===== src/rtl/req_ack_4ph_rx_if.sv =====
// Bundle for the receive side of the 4-phase req/ack crossing.
// slave: receiver view (req/din/rdy in, ack/val/dout/err out).
interface req_ack_4ph_rx_if #(
  parameter int DW = 8
);
  logic          req;
  logic [DW-1:0] din;
  logic          ack;
  logic          val;
  logic          rdy;
  logic [DW-1:0] dout;
  logic          err;

  modport master (
    output req,
    output din,
    output rdy,
    input  ack,
    input  val,
    input  dout,
    input  err
  );

  modport slave (
    input  req,
    input  din,
    input  rdy,
    output ack,
    output val,
    output dout,
    output err
  );
endinterface


===== src/rtl/req_ack_4ph_rx.sv =====
// 4-phase req/ack receiver: req sync, FIFO buffer, val/rdy out.
// Ports: clk_rx, rst_b (async low), bus (slave modport).
module req_ack_4ph_rx #(
  parameter int DW    = 8,
  parameter int DEPTH = 2
) (
  input  logic            clk_rx,
  input  logic            rst_b,
  req_ack_4ph_rx_if.slave bus
);

  localparam int AW = (DEPTH > 1) ? $clog2(DEPTH) : 1;
  localparam int CW = $clog2(DEPTH + 1);

  localparam logic [1:0] S_IDLE = 2'd0;
  localparam logic [1:0] S_WAIT = 2'd1;
  localparam logic [1:0] S_ACK  = 2'd2;

  logic          r_req_m;
  logic          r_req_s;
  logic [1:0]    r_state;
  logic          r_ack;
  logic          r_err;
  logic [DW-1:0] r_mem [DEPTH];
  logic [AW-1:0] r_wp;
  logic [AW-1:0] r_rp;
  logic [CW-1:0] r_cnt;

  logic [1:0]    w_nxt;
  logic          w_wr;
  logic          w_pop;
  logic          w_full;
  logic          w_empty;
  logic          w_set_err;

  // Space is judged on registered count only; a pop this
  // cycle frees a slot for writing only from next cycle.
  assign w_full  = (r_cnt == CW'(DEPTH));
  assign w_empty = (r_cnt == '0);
  assign w_pop   = !w_empty && bus.rdy;

  always_comb begin
    w_nxt     = r_state;
    w_wr      = 1'b0;
    w_set_err = 1'b0;
    unique case (1'b1)
      (r_state == S_IDLE): begin
        if (r_req_s) begin
          if (!w_full) begin
            w_wr  = 1'b1;
            w_nxt = S_ACK;
          end else begin
            w_nxt = S_WAIT;
          end
        end
      end
      (r_state == S_WAIT): begin
        // req withdrawn before ack: transmitter broke protocol
        if (!r_req_s) begin
          w_set_err = 1'b1;
          w_nxt     = S_IDLE;
        end else if (!w_full) begin
          w_wr  = 1'b1;
          w_nxt = S_ACK;
        end
      end
      (r_state == S_ACK): begin
        if (!r_req_s) begin
          w_nxt = S_IDLE;
        end
      end
      default: begin
        w_nxt = S_IDLE;
      end
    endcase
  end

  always_ff @(posedge clk_rx or negedge rst_b) begin
    if (!rst_b) begin
      r_req_m <= 1'b0;
      r_req_s <= 1'b0;
      r_state <= S_IDLE;
      r_ack   <= 1'b0;
      r_err   <= 1'b0;
    end else begin
      r_req_m <= bus.req;
      r_req_s <= r_req_m;
      r_state <= w_nxt;
      r_ack   <= (w_nxt == S_ACK);
      r_err   <= r_err | w_set_err;
    end
  end

  always_ff @(posedge clk_rx or negedge rst_b) begin
    if (!rst_b) begin
      for (int i = 0; i < DEPTH; i++) begin
        r_mem[i] <= '0;
      end
      r_wp  <= '0;
      r_rp  <= '0;
      r_cnt <= '0;
    end else begin
      if (w_wr) begin
        r_mem[r_wp] <= bus.din;
        r_wp        <= r_wp + 1'b1;
      end
      if (w_pop) begin
        r_rp <= r_rp + 1'b1;
      end
      unique case ({w_wr, w_pop})
        2'b10:   r_cnt <= r_cnt + CW'(1);
        2'b01:   r_cnt <= r_cnt - CW'(1);
        default: r_cnt <= r_cnt;
      endcase
    end
  end

  assign bus.ack  = r_ack;
  assign bus.err  = r_err;
  assign bus.val  = !w_empty;
  assign bus.dout = r_mem[r_rp];

endmodule


===== src/flat_wrapper.sv =====
// flat-port wrapper written by rule: the top's interface ports become plain ports
module req_ack_4ph_rx_flat 
#(
  parameter int DW    = 8,
  parameter int DEPTH = 2
)
  (clk_rx, rst_b, bus_req, bus_din, bus_rdy, bus_ack, bus_val, bus_dout, bus_err);
  req_ack_4ph_rx_if #(.DW(DW)) bus_i ();
  input  logic clk_rx;
  input  logic rst_b;
  input wire logic [$bits(bus_i.req)-1:0] bus_req;
  input wire logic [$bits(bus_i.din)-1:0] bus_din;
  input wire logic [$bits(bus_i.rdy)-1:0] bus_rdy;
  output wire logic [$bits(bus_i.ack)-1:0] bus_ack;
  output wire logic [$bits(bus_i.val)-1:0] bus_val;
  output wire logic [$bits(bus_i.dout)-1:0] bus_dout;
  output wire logic [$bits(bus_i.err)-1:0] bus_err;
  assign bus_i.req = bus_req;
  assign bus_i.din = bus_din;
  assign bus_i.rdy = bus_rdy;
  assign bus_ack = bus_i.ack;
  assign bus_val = bus_i.val;
  assign bus_dout = bus_i.dout;
  assign bus_err = bus_i.err;
  req_ack_4ph_rx #(.DW(DW), .DEPTH(DEPTH)) u_core (.clk_rx(clk_rx), .rst_b(rst_b), .bus(bus_i));
endmodule

===== config.mk =====
export PLATFORM = sky130hd
export DESIGN_NAME = req_ack_4ph_rx_flat
export DESIGN_NICKNAME = d
export VERILOG_FILES = /design/src/rtl/req_ack_4ph_rx_if.sv /design/src/rtl/req_ack_4ph_rx.sv /design/src/flat_wrapper.sv
export SDC_FILE = /design/constraint.sdc
export NUM_CORES = 1
export LEC_CHECK = 0
export CAP_MARGIN = 20
export CORE_MARGIN = 1
export CORE_UTILIZATION = 49
export CTS_CLUSTER_DIAMETER = 40
export DETAILED_ROUTE_END_ITERATION = 10
export GPL_TIMING_DRIVEN = 1
export PLACE_DENSITY = 0.77
export SYNTH_ARGS = -nofsm -noshare
export SYNTH_HDL_FRONTEND = slang
export SYNTH_SLANG_ARGS = --single-unit

===== constraint.sdc =====
create_clock -name clk_rx -period 2 [get_ports clk_rx]
set_input_delay 0.3 -clock clk_rx [delete_from_list [all_inputs] [get_ports clk_rx]]
set_output_delay 0.3 -clock clk_rx [all_outputs]
set_load 0.01 [all_outputs]

==> results_dict.tcl <==
set metrics [dict create \
    drt_iter0_markers 5 \
    ys_types 17 \
    synth-seq-cells 26 \
    synth_nets 85 \
    cp-start-kind "flop" \
    p_leak_nw 0.6069 \
    arrival_ns 1.63 \
    cp_cell_sequence "buf_4 -> mux2_2 -> clkdlybuf4s50_1" \
    dpl-instance-area_sq_um 1338 \
    routed_wl_mm 1.693 \
    grt_pass1_vias 648 \
    antenna_found_initial 0 \
    skew_ns 0.002046 \
    maxCapViolCount 0 \
    path_class "flop to output pin" \
    yosys.area.top_type "dfrtp_1" \
    final_cell_mix "25 x dfrtp_1, 24 x mux2_2, 19 x clkdlybuf4s50_1" \
    overflow 0 \
    cp_max_fo 5 \
    status "complete, no violations" \
    die_y_um 48.94 \
    slew_headroom 0.6646 \
    critPathBufInv 2 \
    vias 630 \
    fp.dieW_um 48.94 \
    first_pass_iters 3 \
    final_util 0.6832 \
    syn_area_sq_um 1080 \
    vdd_ir_drop_max_uv 1021 \
    regArea_sq_um 651.9 \
    layout-drive-gt1-share 0.3535 \
    setup_tns_ns 0 \
    clk_latency_ns 0.31 \
    cp-end-kind "output pin" \
    max_stage_delay_ns 0.48 \
    drc 0 \
    synthCells 72 \
    clock_path_buffers 2 \
    rsz0062_at_grt "false" \
    grt_usage 0.1655 \
    final_common_cell "dfrtp_1" \
    ctsHoldBuffers 0 \
    start_util 0.5340 \
    cts_tree "built" \
    area_delta_synth_final_pct 27.93 \
    wl_per_cell_um 13.44 \
    hold_path.class "input port to asynchronous set/reset pin" \
    ys_warn_count 0 \
    antenna_cells 0 \
    fin_nets 114 \
    io_pins 23 \
    postRouteAntennaNets 0 \
    timing.final.hold_violations 0 \
    drv_slew 0 \
    globalplace.congestion 0.7215 \
    synth_area_leaders "dfrtp_1 60%, mux2_2 25%, xnor2_1 2.4%" \
    cts_made_buffers 3 \
    dpl.hpwl_mm 1.158 \
    io_buffers 22 \
    clock_sinks 26 \
    critPathRequiredTime_ns 1.70 \
    multi_input_area_sq_um 425.4 \
    cts-root-buf "clkbuf_4" \
    grt_max_degree 27 \
    grt_pass1_wl_mm 2.884 \
    core_sq_um 2022 \
    fmax_ghz 0.5175 \
    ys_seq_area_frac 0.6025 \
    synth_top_area_share 0.6025 \
    dp.cells 121 \
    power_w 0.002189 \
    finalNonFillerCells 126 \
    cpMaxStageDelayCell "clkdlybuf4s50_1" \
    cts_htree_levels 1 \
    finalSetupViolations 0 \
    fin_crit_sh 0.9662 \
    avgSynthCellArea_sq_um 15.00 \
    vias_per_cell 5.000 \
    power_density_nw_per_um2 1585 \
    fillers 157 \
    period_minus_slack_ns 1.932 \
    worstMarginPinSlew_ns 0.5025 \
    die-area_sq_um 2395 \
    final_area_sq_um 1381 \
    path_delay_family "buffers and inverters" \
    clk_pin_slew_ns 0.12 \
    rows 16 \
]
## flip-flops by register name, summed over array words and instances, names as in the netlist
register        cells
u_core.r_req_s      1
u_core.bus.ack      1
u_core.bus.err      1
u_core.r_state      2
u_core.r_mem       16
u_core.r_cnt        2
u_core.r_req_m      1
u_core.r_wp         1
u_core.r_rp         1
## synthesized netlist by cell type
cell	instances
clkbuf_1	1
and2_1	1
or2b_2	1
nand2b_1	1
nor2_1	3
o21ai_0	2
nor3b_4	1
mux2_2	24
nand2_1	2
nor2b_1	1
ha_1	1
xor2_1	2
nand3_2	1
or2_2	1
a21o_1	1
dfrtp_1	26
xnor2_1	3
## cell families after synthesis
group,synth area share
fa+ha+maj,0.01159
mux,0.2503
buf+inv,0.003473
compound gates,0.01623
simple gates,0.07534
flops,0.6025
xor+xnor,0.04056
## routing by layer
metal,track usage,share of wire
met3,0.02804,0.035
met2,0.2662,0.45
met5,0,0
met4,0.1029,0.027
met1,0.2079,0.49
## cell type report
class | count | share of cell area
repair buffers | 25 | 0.1793
flip-flops and latches | 26 | 0.4719
multi-input cells | 45 | 0.3080
well taps | 27 | 0.02446
clock buffers | 3 | 0.01630
## stage by stage
stage	setup slack, ns	hold WS [ns]
2_1_floorplan	0.4329	0.004409
6_report	0.06753	0.3395
4_1_cts	0.01311	0.3428
3_3_place_gp	0.2670	0.3347
3_5_place_dp	0.2746	0.3498
5_1_grt	0.0003180	0.3472
## power by group
group,internal (W),switching (W)
clock,0.0000704,0.000138
sequential,0.000774,0.000134
combinational,0.000680,0.000393
## path summary, 6_finish.rpt
check	startpoint	endpoint	slack (ns)	cells past startpoint
min	rst_b	u_core.bus.err	0.34	2
max reg2reg	u_core.r_cnt[0]	u_core.r_cnt[1]	0.37	5
min reg2reg	u_core.r_req_m	u_core.r_req_s	0.37	0
max	u_core.r_rp	bus_dout[1]	0.07	3
min in group clk_rx	u_core.r_req_m	u_core.r_req_s	0.37	0
max in group asynchronous	rst_b	u_core.r_rp	1.39	2
## what timing repair did
action / 4_1_cts / 5_1_grt
setup endpoints to repair: 8 / 8
resized for setup: 1 / 3
setup buffers: 0 / 2
Power figures use the tool's default switching activity.
